**src/rtl/serial_adder_if.sv**
```systemverilog
// Operand/result bundle for the bit-serial adder: requester drives start and operands,
// the adder returns busy, the done pulse and the registered sum/carry.
interface serial_adder_if #(
   parameter int WIDTH = 8
);
   logic             start;
   logic [WIDTH-1:0] a;
   logic [WIDTH-1:0] b;
   logic             carry_in;
   logic             busy;
   logic             done;
   logic [WIDTH-1:0] sum;
   logic             carry;

   modport master (
      output start, a, b, carry_in,
      input  busy, done, sum, carry
   );

   modport slave (
      input  start, a, b, carry_in,
      output busy, done, sum, carry
   );
endinterface

```
**src/rtl/serial_adder.sv**
```systemverilog
// Bit-serial adder: one full-adder step per clock, LSB first, built from two half-adder
// stages and a registered carry. Result and final carry load together with a done pulse.
module serial_adder #(
   parameter int WIDTH = 8
) (
   input logic           clk,
   input logic           rst_n,
   serial_adder_if.slave bus
);

   localparam int CNT_W = (WIDTH > 1) ? $clog2(WIDTH) : 1;
   localparam logic [CNT_W-1:0] CNT_LAST = CNT_W'(WIDTH - 1);
   localparam logic [CNT_W-1:0] CNT_ONE  = CNT_W'(1);

   typedef enum logic [1:0] {
      IDLE = 2'd0,
      ADD  = 2'd1,
      DONE = 2'd2
   } state_t;

   state_t           state_r;
   state_t           state_nxt_s;
   logic [WIDTH-1:0] a_sr_r;
   logic [WIDTH-1:0] b_sr_r;
   logic [WIDTH-1:0] res_sr_r;
   logic [WIDTH-1:0] res_next_s;
   logic [WIDTH-1:0] sum_r;
   logic [CNT_W-1:0] cnt_r;
   logic             c_r;
   logic             carry_r;
   logic             busy_r;
   logic             done_r;
   logic             busy_nxt_s;
   logic             done_nxt_s;
   logic             hs1_s;
   logic             hc1_s;
   logic             bit_sum_s;
   logic             c_next_s;
   logic             last_bit_s;

   function automatic logic ha_sum(input logic x, input logic y);
      return x ^ y;
   endfunction

   function automatic logic ha_carry(input logic x, input logic y);
      return x & y;
   endfunction

   // Full-adder bit from two half-adder stages; the two carries cannot both be set.
   always_comb begin
      hs1_s      = ha_sum(a_sr_r[0], b_sr_r[0]);
      hc1_s      = ha_carry(a_sr_r[0], b_sr_r[0]);
      bit_sum_s  = ha_sum(hs1_s, c_r);
      c_next_s   = hc1_s | ha_carry(hs1_s, c_r);
      last_bit_s = (cnt_r == CNT_LAST);
   end

   generate
      if (WIDTH == 1) begin : g_res_w1
         assign res_next_s = bit_sum_s;
      end else begin : g_res_wn
         assign res_next_s = {bit_sum_s, res_sr_r[WIDTH-1:1]};
      end
   endgenerate

   // State register.
   always_ff @(posedge clk or negedge rst_n) begin
      if (!rst_n) begin
         state_r <= IDLE;
      end else begin
         state_r <= state_nxt_s;
      end
   end

   // Next-state decode; start is only looked at in IDLE.
   always_comb begin
      state_nxt_s = state_r;
      case (state_r)
         IDLE: begin
            if (bus.start) begin
               state_nxt_s = ADD;
            end else begin
               state_nxt_s = IDLE;
            end
         end
         ADD: begin
            if (last_bit_s) begin
               state_nxt_s = DONE;
            end else begin
               state_nxt_s = ADD;
            end
         end
         DONE:    state_nxt_s = IDLE;
         default: state_nxt_s = IDLE;
      endcase
   end

   // Flag decode from the upcoming state so busy/done can be registered without lag.
   always_comb begin
      busy_nxt_s = 1'b0;
      done_nxt_s = 1'b0;
      case (state_nxt_s)
         IDLE: begin
            busy_nxt_s = 1'b0;
            done_nxt_s = 1'b0;
         end
         ADD: begin
            busy_nxt_s = 1'b1;
            done_nxt_s = 1'b0;
         end
         DONE: begin
            busy_nxt_s = 1'b1;
            done_nxt_s = 1'b1;
         end
         default: begin
            busy_nxt_s = 1'b0;
            done_nxt_s = 1'b0;
         end
      endcase
   end

   // Registered status flags.
   always_ff @(posedge clk or negedge rst_n) begin
      if (!rst_n) begin
         busy_r <= 1'b0;
         done_r <= 1'b0;
      end else begin
         busy_r <= busy_nxt_s;
         done_r <= done_nxt_s;
      end
   end

   // Operand capture, serial shifting and final result load.
   always_ff @(posedge clk or negedge rst_n) begin
      if (!rst_n) begin
         a_sr_r   <= '0;
         b_sr_r   <= '0;
         res_sr_r <= '0;
         c_r      <= 1'b0;
         cnt_r    <= '0;
         sum_r    <= '0;
         carry_r  <= 1'b0;
      end else begin
         case (state_r)
            IDLE: begin
               if (bus.start) begin
                  a_sr_r <= bus.a;
                  b_sr_r <= bus.b;
                  c_r    <= bus.carry_in;
                  cnt_r  <= '0;
               end
            end
            ADD: begin
               a_sr_r   <= a_sr_r >> 1'b1;
               b_sr_r   <= b_sr_r >> 1'b1;
               res_sr_r <= res_next_s;
               c_r      <= c_next_s;
               cnt_r    <= cnt_r + CNT_ONE;
               if (last_bit_s) begin
                  sum_r   <= res_next_s;
                  carry_r <= c_next_s;
               end
            end
            DONE: begin
               cnt_r <= '0;
            end
            default: begin
               cnt_r <= '0;
            end
         endcase
      end
   end

   assign bus.busy  = busy_r;
   assign bus.done  = done_r;
   assign bus.sum   = sum_r;
   assign bus.carry = carry_r;

endmodule
```
**src/flat_wrapper.sv**
```systemverilog
// flat-port wrapper written by rule: the top's interface ports become plain ports
module serial_adder_flat 
#(
   parameter int WIDTH = 8
)
  (clk, rst_n, bus_start, bus_a, bus_b, bus_carry_in, bus_busy, bus_done, bus_sum, bus_carry);
  serial_adder_if #(.WIDTH(WIDTH)) bus_i ();
  input logic clk;
  input logic rst_n;
  input wire logic [$bits(bus_i.start)-1:0] bus_start;
  input wire logic [$bits(bus_i.a)-1:0] bus_a;
  input wire logic [$bits(bus_i.b)-1:0] bus_b;
  input wire logic [$bits(bus_i.carry_in)-1:0] bus_carry_in;
  output wire logic [$bits(bus_i.busy)-1:0] bus_busy;
  output wire logic [$bits(bus_i.done)-1:0] bus_done;
  output wire logic [$bits(bus_i.sum)-1:0] bus_sum;
  output wire logic [$bits(bus_i.carry)-1:0] bus_carry;
  assign bus_i.start = bus_start;
  assign bus_i.a = bus_a;
  assign bus_i.b = bus_b;
  assign bus_i.carry_in = bus_carry_in;
  assign bus_busy = bus_i.busy;
  assign bus_done = bus_i.done;
  assign bus_sum = bus_i.sum;
  assign bus_carry = bus_i.carry;
  serial_adder #(.WIDTH(WIDTH)) u_core (.clk(clk), .rst_n(rst_n), .bus(bus_i));
endmodule
```
**config.mk**
```make
export PLATFORM = sky130hd
export DESIGN_NAME = serial_adder_flat
export DESIGN_NICKNAME = d
export VERILOG_FILES = /design/src/rtl/serial_adder_if.sv /design/src/rtl/serial_adder.sv /design/src/flat_wrapper.sv
export SDC_FILE = /design/constraint.sdc
export NUM_CORES = 1
export LEC_CHECK = 0
export CAP_MARGIN = 20
export CORE_ASPECT_RATIO = 1.4
export CORE_MARGIN = 2
export CORE_UTILIZATION = 25
export DETAILED_ROUTE_END_ITERATION = 12
export GPL_TIMING_DRIVEN = 0
export PLACE_DENSITY = 0.51
export SLEW_MARGIN = 20
export SYNTH_ARGS = -nofsm -noshare
export SYNTH_HDL_FRONTEND = slang
export SYNTH_SLANG_ARGS = --single-unit
```
**constraint.sdc**
```tcl
create_clock -name clk -period 3.4 [get_ports clk]
set_input_delay 0.51 -clock clk [delete_from_list [all_inputs] [get_ports clk]]
set_output_delay 0.51 -clock clk [all_outputs]
set_load 0.1 [all_outputs]
```
==> results of run 1 <==
final cells by class:
cell class / instances / area (um2)
Fill cell: 738 / 4610
Tap cell: 95 / 119
Buffer: 12 / 77.6
Inverter: 4 / 15.0
Sequential cell: 40 / 1000
Clock buffer: 8 / 90.1
Multi-Input combinational cell: 110 / 699
Timing Repair Buffer: 31 / 323
sequential cells by signal, summed over array words and instances (netlist names):
name              cells
u_core.state_r        2
u_core.bus.done       1
u_core.bus.carry      1
u_core.c_r            1
u_core.bus.sum        8
u_core.cnt_r          3
u_core.res_sr_r       7
u_core.b_sr_r         8
u_core.bus.busy       1
u_core.a_sr_r         8
layout by cell type, fill, tap and decap left out:
cell type and n:
sky130_fd_sc_hd__a32oi_1 2, sky130_fd_sc_hd__o32ai_1 5, sky130_fd_sc_hd__clkbuf_8 6, sky130_fd_sc_hd__buf_6 2, sky130_fd_sc_hd__dfrtp_1 40, sky130_fd_sc_hd__fa_1 1, sky130_fd_sc_hd__inv_1 4, sky130_fd_sc_hd__clkbuf_2 1
sky130_fd_sc_hd__clkdlybuf4s50_1 29, sky130_fd_sc_hd__mux2_4 9, sky130_fd_sc_hd__ha_1 3, sky130_fd_sc_hd__o22ai_1 10, sky130_fd_sc_hd__a22oi_1 2, sky130_fd_sc_hd__nand2_8 1, sky130_fd_sc_hd__buf_2 5, sky130_fd_sc_hd__nor3_1 20
sky130_fd_sc_hd__mux2i_1 1, sky130_fd_sc_hd__nand2_1 25, sky130_fd_sc_hd__nand2b_1 3, sky130_fd_sc_hd__clkbuf_1 4, sky130_fd_sc_hd__nor2_1 20, sky130_fd_sc_hd__or2_1 1, sky130_fd_sc_hd__nor2b_4 1, sky130_fd_sc_hd__a21oi_1 6
sky130_fd_sc_hd__buf_4 3, sky130_fd_sc_hd__buf_16 1
per-stage QoR:
stage               setup WS [ns]  total power (W)  area (um2)  util (%)  instances
floorplan                    1.84          0.00170        1790         -        166
global placement            0.754          0.00195        2210      31.9        291
detailed placement           1.39          0.00197        2230      32.2        292
CTS                          1.07          0.00229        2320      33.5        300
global route                 1.03          0.00242        2320      33.5        300
finish                       1.09          0.00227        2320      33.5        300
worst max-delay path by stage:
| stage | end | slack [ns] |
|---|---|---|
| CTS | bus_carry | 1.07 |
| global placement | u_core.b_sr_r[2] | 0.75 |
| global route | bus_carry | 1.03 |
| detailed placement | u_core.bus.busy | 1.39 |
| finish | bus_carry | 1.09 |
| floorplan | u_core.bus.busy | 1.84 |
cell usage after synthesis:
cell and n:
sky130_fd_sc_hd__inv_1 4, sky130_fd_sc_hd__ha_1 3, sky130_fd_sc_hd__dfrtp_1 40, sky130_fd_sc_hd__nor2_1 20
sky130_fd_sc_hd__nand2b_1 3, sky130_fd_sc_hd__nand2_1 25, sky130_fd_sc_hd__nor3_1 20, sky130_fd_sc_hd__clkbuf_1 2
sky130_fd_sc_hd__a21oi_1 6, sky130_fd_sc_hd__clkbuf_2 1, sky130_fd_sc_hd__mux2_4 9, sky130_fd_sc_hd__or2_1 1
sky130_fd_sc_hd__nand2_8 1, sky130_fd_sc_hd__mux2i_1 1, sky130_fd_sc_hd__buf_6 2, sky130_fd_sc_hd__o22ai_1 10
sky130_fd_sc_hd__o32ai_1 5, sky130_fd_sc_hd__fa_1 1, sky130_fd_sc_hd__a22oi_1 2, sky130_fd_sc_hd__a32oi_1 2
sky130_fd_sc_hd__buf_4 3, sky130_fd_sc_hd__buf_2 4, sky130_fd_sc_hd__nor2b_4 1
power by group through the flow:
stage,registers (W),clock network (W),logic [W]
finish,0.000818,0.000320,0.00113
global route,0.000852,0.000348,0.00122
CTS,0.000820,0.000331,0.00114
detailed placement,0.000831,0,0.00114
global placement,0.000826,0,0.00112
floorplan,0.00117,0,0.000527
per-layer routing:
layer  vias to the layer above  track usage, %  wire [um]
met5                         -               0          0
met4                         0            3.38         52
met3                         5            3.10        179
met2                        32            15.4       1740
met1                       641            14.4       1680
li1                        649               -          -
logic make-up after synthesis:
family	synth area share, %
buffers and inverters	5.16
adder cells (fa/ha/maj)	3.21
flip-flops	55.8
AND/OR/NAND/NOR	18.3
AO/OA/AOI/OAI	9.42
multiplexers	8.09
==> insert_results.sql, run 1 <==
INSERT INTO impl_metrics (metric_group, metric, value, unit) VALUES
('timing', 'worst_slew_margin_rel', '35.3', '%'),
('setup_path', 'timing.critical_path.from_type', 'flop', ''),
('clock_network', 'cts_buffer_depth', '2', ''),
('clock_network', 'cts_resized', '0', ''),
('timing', 'finalSetupViolations', '0', ''),
('setup_path', 'crit_path_top_delay_cell', 'sky130_fd_sc_hd__clkdlybuf4s50_1', ''),
('clock_network', 'cts_num_sinks', '40', ''),
('floorplanning', 'initial_core_utilization', '25.8', '%'),
('timing', 'final.min_clock_period', '2.31', 'ns'),
('setup_path', 'timing.critical_path.cells', 'clkdlybuf4s50_1', ''),
('yosys', 'synthTopCellsByArea', 'sky130_fd_sc_hd__dfrtp_1, sky130_fd_sc_hd__mux2_4, sky130_fd_sc_hd__nor3_1', ''),
('yosys', 'synthesis.yosys.warnings', '0', ''),
('yosys', 'post-synth-top-area-fraction', '55.8', '%'),
('floorplanning', 'io_pins', '31', ''),
('timing', 'timing_hold_violations_final', '0', ''),
('setup_path', 'r2r_end', 'u_core.bus.busy', ''),
('yosys', 'yosys_register_bits', '40', ''),
('clock_network', 'htree_num_levels', '2', ''),
('floorplanning', 'dieWidth', '75.6', 'um'),
('yosys', 'yosys.cell_types.count', '23', ''),
('global_route', 'grt_start_max_net_pins', '23', ''),
('outcome', 'run_status', 'complete, no violations', ''),
('power', 'power.share.switching', '44.2', '%'),
('power', 'power_per_cell_area', '974', 'nW/um2'),
('yosys', 'syn-num-nets', '190', ''),
('timing', 'share_of_the_clock_period_used_by_the_worst_path', '67.9', '%'),
('setup_path', 'setup.worst_path.class', 'reg2out', ''),
('clock_network', 'clk_latency', '0.29', 'ns'),
('yosys', 'netlist.top_cell.by_area', 'sky130_fd_sc_hd__dfrtp_1', ''),
('power', 'power.ir.vdd_worst', '0.000288', 'V'),
('timing', 'rsz0062_at_grt', 'no', ''),
('placement', 'gpl.final_weighted_congestion', '0.705', ''),
('power', 'power.sequential.fraction', '36.1', '%'),
('setup_path', 'timing.reg2reg.setup_slack', '1.74', 'ns'),
('timing', 'worst_pin_slew', '0.967', 'ns'),
('timing', 'setup_total_negative_slack', '0', 'ns'),
('setup_path', 'cp_slowest_stage_delay', '1.14', 'ns'),
('final_layout', 'finalNetCount', '228', ''),
('setup_path', 'timing.critical_path.arrival', '1.80', 'ns'),
('yosys', 'syn-cell-area', '1790', 'um2'),
('timing', 'fmax', '433', 'MHz'),
('setup_path', 'worstReg2RegStart', 'u_core.cnt_r[0]', ''),
('timing', 'whs', '0.200', 'ns'),
('routing', 'route.antenna.remaining_nets', '0', ''),
('clock_network', 'cts_buffers', '5', ''),
('setup_path', 'critical_path_depth', '1', ''),
('routing', 'routed_via_density', '4.42', ''),
('routing', 'post-route-drc-count', '0', ''),
('global_route', 'wire_length_of_the_first_global_routing_pass', '6.35', 'mm'),
('clock_network', 'hold_buffers', '0', ''),
('final_layout', 'layout_cells_sized_above_1', '14.1', '%'),
('routing', 'routed-via-count', '1327', ''),
('floorplanning', 'row_count', '36', ''),
('yosys', 'seq_area_frac_synth', '55.8', '%'),
('power', 'p_comb_share', '49.8', '%'),
('global_route', 'grtUsageTotal', '10.4', '%'),
('routing', 'routed_wl', '3.66', 'mm'),
('power', 'power_frac_clock', '14.1', '%'),
('global_route', 'vias_in_the_first_global_route', '1308', ''),
('clock_network', 'cts_post_setup_buffers_inserted', '0', ''),
('placement', 'detailed_placement_wirelength_estimate', '2.68', 'mm'),
('setup_path', 'reg2reg_depth', '7', ''),
('placement', 'portBuffers', '30', ''),
('setup_path', 'crit_family', 'buffers and inverters', ''),
('floorplanning', 'floorplan.die_area', '7870', 'um2'),
('global_route', 'grt.overflow.total', '0', ''),
('job', 'timing.max_cap.violations', '0', ''),
('power', 'internal_power', '0.00126', 'W'),
('yosys', 'synth_area_per_cell', '10.8', 'um2'),
('floorplanning', 'fp.dieH', '104', 'um'),
('power', 'power.net_switching', '0.00100', 'W');
Note: power is estimated with default switching activity, not from simulation.
==> inputs of run 2 (changes only) <==
==> constraint.sdc (replaced) <==
create_clock -name clk -period 2.19 [get_ports clk]
set_input_delay 0.3285 -clock clk [delete_from_list [all_inputs] [get_ports clk]]
set_output_delay 0.3285 -clock clk [all_outputs]
set_load 0.1 [all_outputs]
==> results of run 2 <==
The final DEF is identical to that of run 1. Status: complete, no violations.
Among the figures that moved: setup slack after placement 1.39 ns -> 0.357 ns; setup slack after layout 1.09 ns -> 0.0642 ns; hold slack 0.200 ns -> 0.0187 ns; register-to-register setup slack 1.74 ns -> 0.53 ns; total power 0.00227 W -> 0.00352 W; worst IR drop on VDD 0.000288 V -> 0.000447 V
==> inputs of run 3 (changes only) <==
--- a/config.mk
+++ b/config.mk
@@ -12,6 +12,7 @@
 export DETAILED_ROUTE_END_ITERATION = 12
 export GPL_TIMING_DRIVEN = 0
 export PLACE_DENSITY = 0.51
+export SETUP_SLACK_MARGIN = 0.02
 export SLEW_MARGIN = 20
 export SYNTH_ARGS = -nofsm -noshare
 export SYNTH_HDL_FRONTEND = slang
==> run 3 against run 2 <==
Against the previous run:
- sequential power about the same
- power about the same
- clock-buffer cell count did not move
- flip-flop and latch count unchanged
- combinational power hardly changed
- clock skew stayed put
==> insert_results.sql, run 3 (synthesized netlist as in run 1, its figures left out) <==
INSERT INTO impl_metrics (metric_group, metric, value, unit) VALUES
('timing', 'timing_hold_violations_final', '0', ''),
('setup_path', 'crit_family', 'buffers and inverters', ''),
('clock_network', 'path_clk_slew', '0.07', 'ns'),
('setup_path', 'crit_path_top_delay_cell', 'sky130_fd_sc_hd__clkdlybuf4s50_1', ''),
('placement', 'gpl.final_weighted_congestion', '0.705', ''),
('global_route', 'grt_start_max_net_pins', '23', ''),
('timing', 'setup_total_negative_slack', '0', 'ns'),
('final_layout', 'finalNetCount', '228', ''),
('floorplanning', 'initial_core_utilization', '25.8', '%'),
('placement', 'portBuffers', '30', ''),
('routing', 'dr.pass1.iters', '4', ''),
('setup_path', 'cp_slowest_stage_delay', '1.13', 'ns'),
('setup_path', 'setup.worst_path.class', 'reg2out', ''),
('final_layout', 'layout_commonest_cell', 'sky130_fd_sc_hd__dfrtp_1', ''),
('timing', 'finClkSkew', '0.00414', 'ns'),
('power', 'power_per_cell_area', '1510', 'nW/um2'),
('global_route', 'grt.overflow.total', '0', ''),
('global_route', 'wire_length_of_the_first_global_routing_pass', '6.35', 'mm'),
('floorplanning', 'dieWidth', '75.6', 'um'),
('setup_path', 'critical_path_peak_fanout', '2', ''),
('clock_network', 'cts_buffer_depth', '2', ''),
('setup_path', 'timing.critical_path.from_type', 'flop', ''),
('routing', 'route.antenna.remaining_nets', '0', ''),
('floorplanning', 'floorplan.die_area', '7870', 'um2'),
('power', 'power.ir.vdd_worst', '0.000442', 'V'),
('outcome', 'run_status', 'complete, no violations', ''),
('clock_network', 'cts_num_sinks', '40', ''),
('final_layout', 'most-common-layout-cells', 'sky130_fd_sc_hd__dfrtp_1, sky130_fd_sc_hd__clkdlybuf4s50_1, sky130_fd_sc_hd__nand2_1', ''),
('routing', 'route.detailed.wl_per_inst', '12.2', 'um'),
('timing', 'finalSetupViolations', '0', ''),
('final_layout', 'area_delta_synth_final', '29.8', '%'),
('final_layout', 'layout_cells_sized_above_1', '14.1', '%'),
('global_route', 'grtUsageTotal', '10.4', '%'),
('timing', 'worst_slew_margin_rel', '35.3', '%'),
('floorplanning', 'row_count', '36', ''),
('timing', 'fmax', '475', 'MHz'),
('clock_network', 'cts_buffers', '5', ''),
('power', 'leakage', '1.05', 'nW'),
('final_layout', 'postLayoutCellArea', '2330', 'um2'),
('timing', 'worst_pin_slew', '0.967', 'ns'),
('floorplanning', 'core', '6940', 'um2'),
('setup_path', 'critical_path.n_buffers_inverters', '1', ''),
('clock_network', 'htree_num_levels', '2', ''),
('setup_path', 'critPathRequiredTime', '1.86', 'ns'),
('timing', 'final.min_clock_period', '2.11', 'ns'),
('setup_path', 'critPathCaptureType', 'output port', ''),
('hold_path', 'hold_path_class', 'in2async', ''),
('placement', 'detailed_placement_wirelength_estimate', '2.68', 'mm'),
('routing', 'routed_via_density', '4.42', ''),
('timing', 'layout_setup_ws', '0.0842', 'ns'),
('routing', 'drtIter0Drc', '27', ''),
('global_route', 'antenna_found_initial', '0', ''),
('floorplanning', 'fp.dieH', '104', 'um'),
('clock_network', 'cts_post_setup_buffers_inserted', '0', ''),
('setup_path', 'timing.critical_path.cells', 'clkdlybuf4s50_1', ''),
('power', 'post-layout-total-power', '0.00352', 'W'),
('placement', 'place_area', '2230', 'um2'),
('floorplanning', 'io_pins', '31', ''),
('clock_network', 'clock_tree_from_tritoncts', 'built', ''),
('timing', 'maxSlewViolCount', '0', ''),
('global_route', 'vias_in_the_first_global_route', '1308', ''),
('setup_path', 'timing.critical_path.arrival', '1.78', 'ns'),
('routing', 'routed-via-count', '1327', ''),
('routing', 'post-route-drc-count', '0', ''),
('placement', 'dpl_worst_slack', '0.357', 'ns'),
('final_layout', 'utilization', '33.5', '%'),
('clock_network', 'clockRootBuffer', 'sky130_fd_sc_hd__clkbuf_8', ''),
('clock_network', 'clk_latency', '0.29', 'ns'),
('job', 'timing.max_cap.violations', '0', ''),
('timing', 'share_of_the_clock_period_used_by_the_worst_path', '96.2', '%'),
('timing', 'rsz0062_at_grt', 'no', ''),
('routing', 'routed_wl', '3.66', 'mm'),
('final_layout', 'antenna_cells_inserted', '0', '');
[run 3: cell count changes in the layout (fill, tap and decap cells not counted), sizes merged]
cell	previous run	this run
clkdlybuf4s50	29	28
dlymetal6s2s	0	1
[run 3: cell type report]
type                    count  area [um2]
fillers                   739        4610
flip-flops and latches     40        1000
multi-input cells         110         699
repair buffers             31         325
well taps                  95         119
clock buffers               8        90.1
plain buffers              12        77.6
inverters                   4        15.0
[run 3: per-stage QoR]
step / instances / hold WS [ns]
6_report: 300 / 0.0187
3_5_place_dp: 292 / 0.346
3_3_place_gp: 291 / 0.465
2_1_floorplan: 166 / 0.0329
5_1_grt: 300 / 0.0518
4_1_cts: 300 / 0.0347
[run 3: timing repair]
action	CTS	global route
hold buffers	0	0
setup endpoints to repair	0	1
gates resized for setup	0	1
[run 3: report_power, final]
part / switching, W / leakage, nW / internal, W
clock network: 0.000240 / 0.0455 / 0.000257
registers: 0.000204 / 0.485 / 0.00107
logic: 0.00111 / 0.515 / 0.000640
total: 0.00155 / 1.04 / 0.00196
[run 3: routing by layer]
metal  vias to the layer above  GRT usage (%)  wire (um)
li1                        649              -          -
met1                       641           14.4       1680
met2                        32           15.4       1740
met3                         5           3.10        184
met4                         0           3.38         52
met5                         -              0          0
[run 3: path summary, 6_finish.rpt]
kind / cells after the start / slack (ns) / end / from
worst min register to register: 2 / 0.48 / u_core.res_sr_r[1] / u_core.res_sr_r[1]
worst max register to register: 7 / 0.53 / u_core.bus.busy / u_core.cnt_r[0]
max in group asynchronous: 2 / 1.69 / u_core.a_sr_r[1] / rst_n
worst max-delay path: 1 / 0.08 / bus_sum[5] / u_core.bus.sum[5]
min in group clk: 2 / 0.48 / u_core.res_sr_r[1] / u_core.res_sr_r[1]
worst min-delay path: 1 / 0.02 / u_core.bus.sum[0] / rst_n
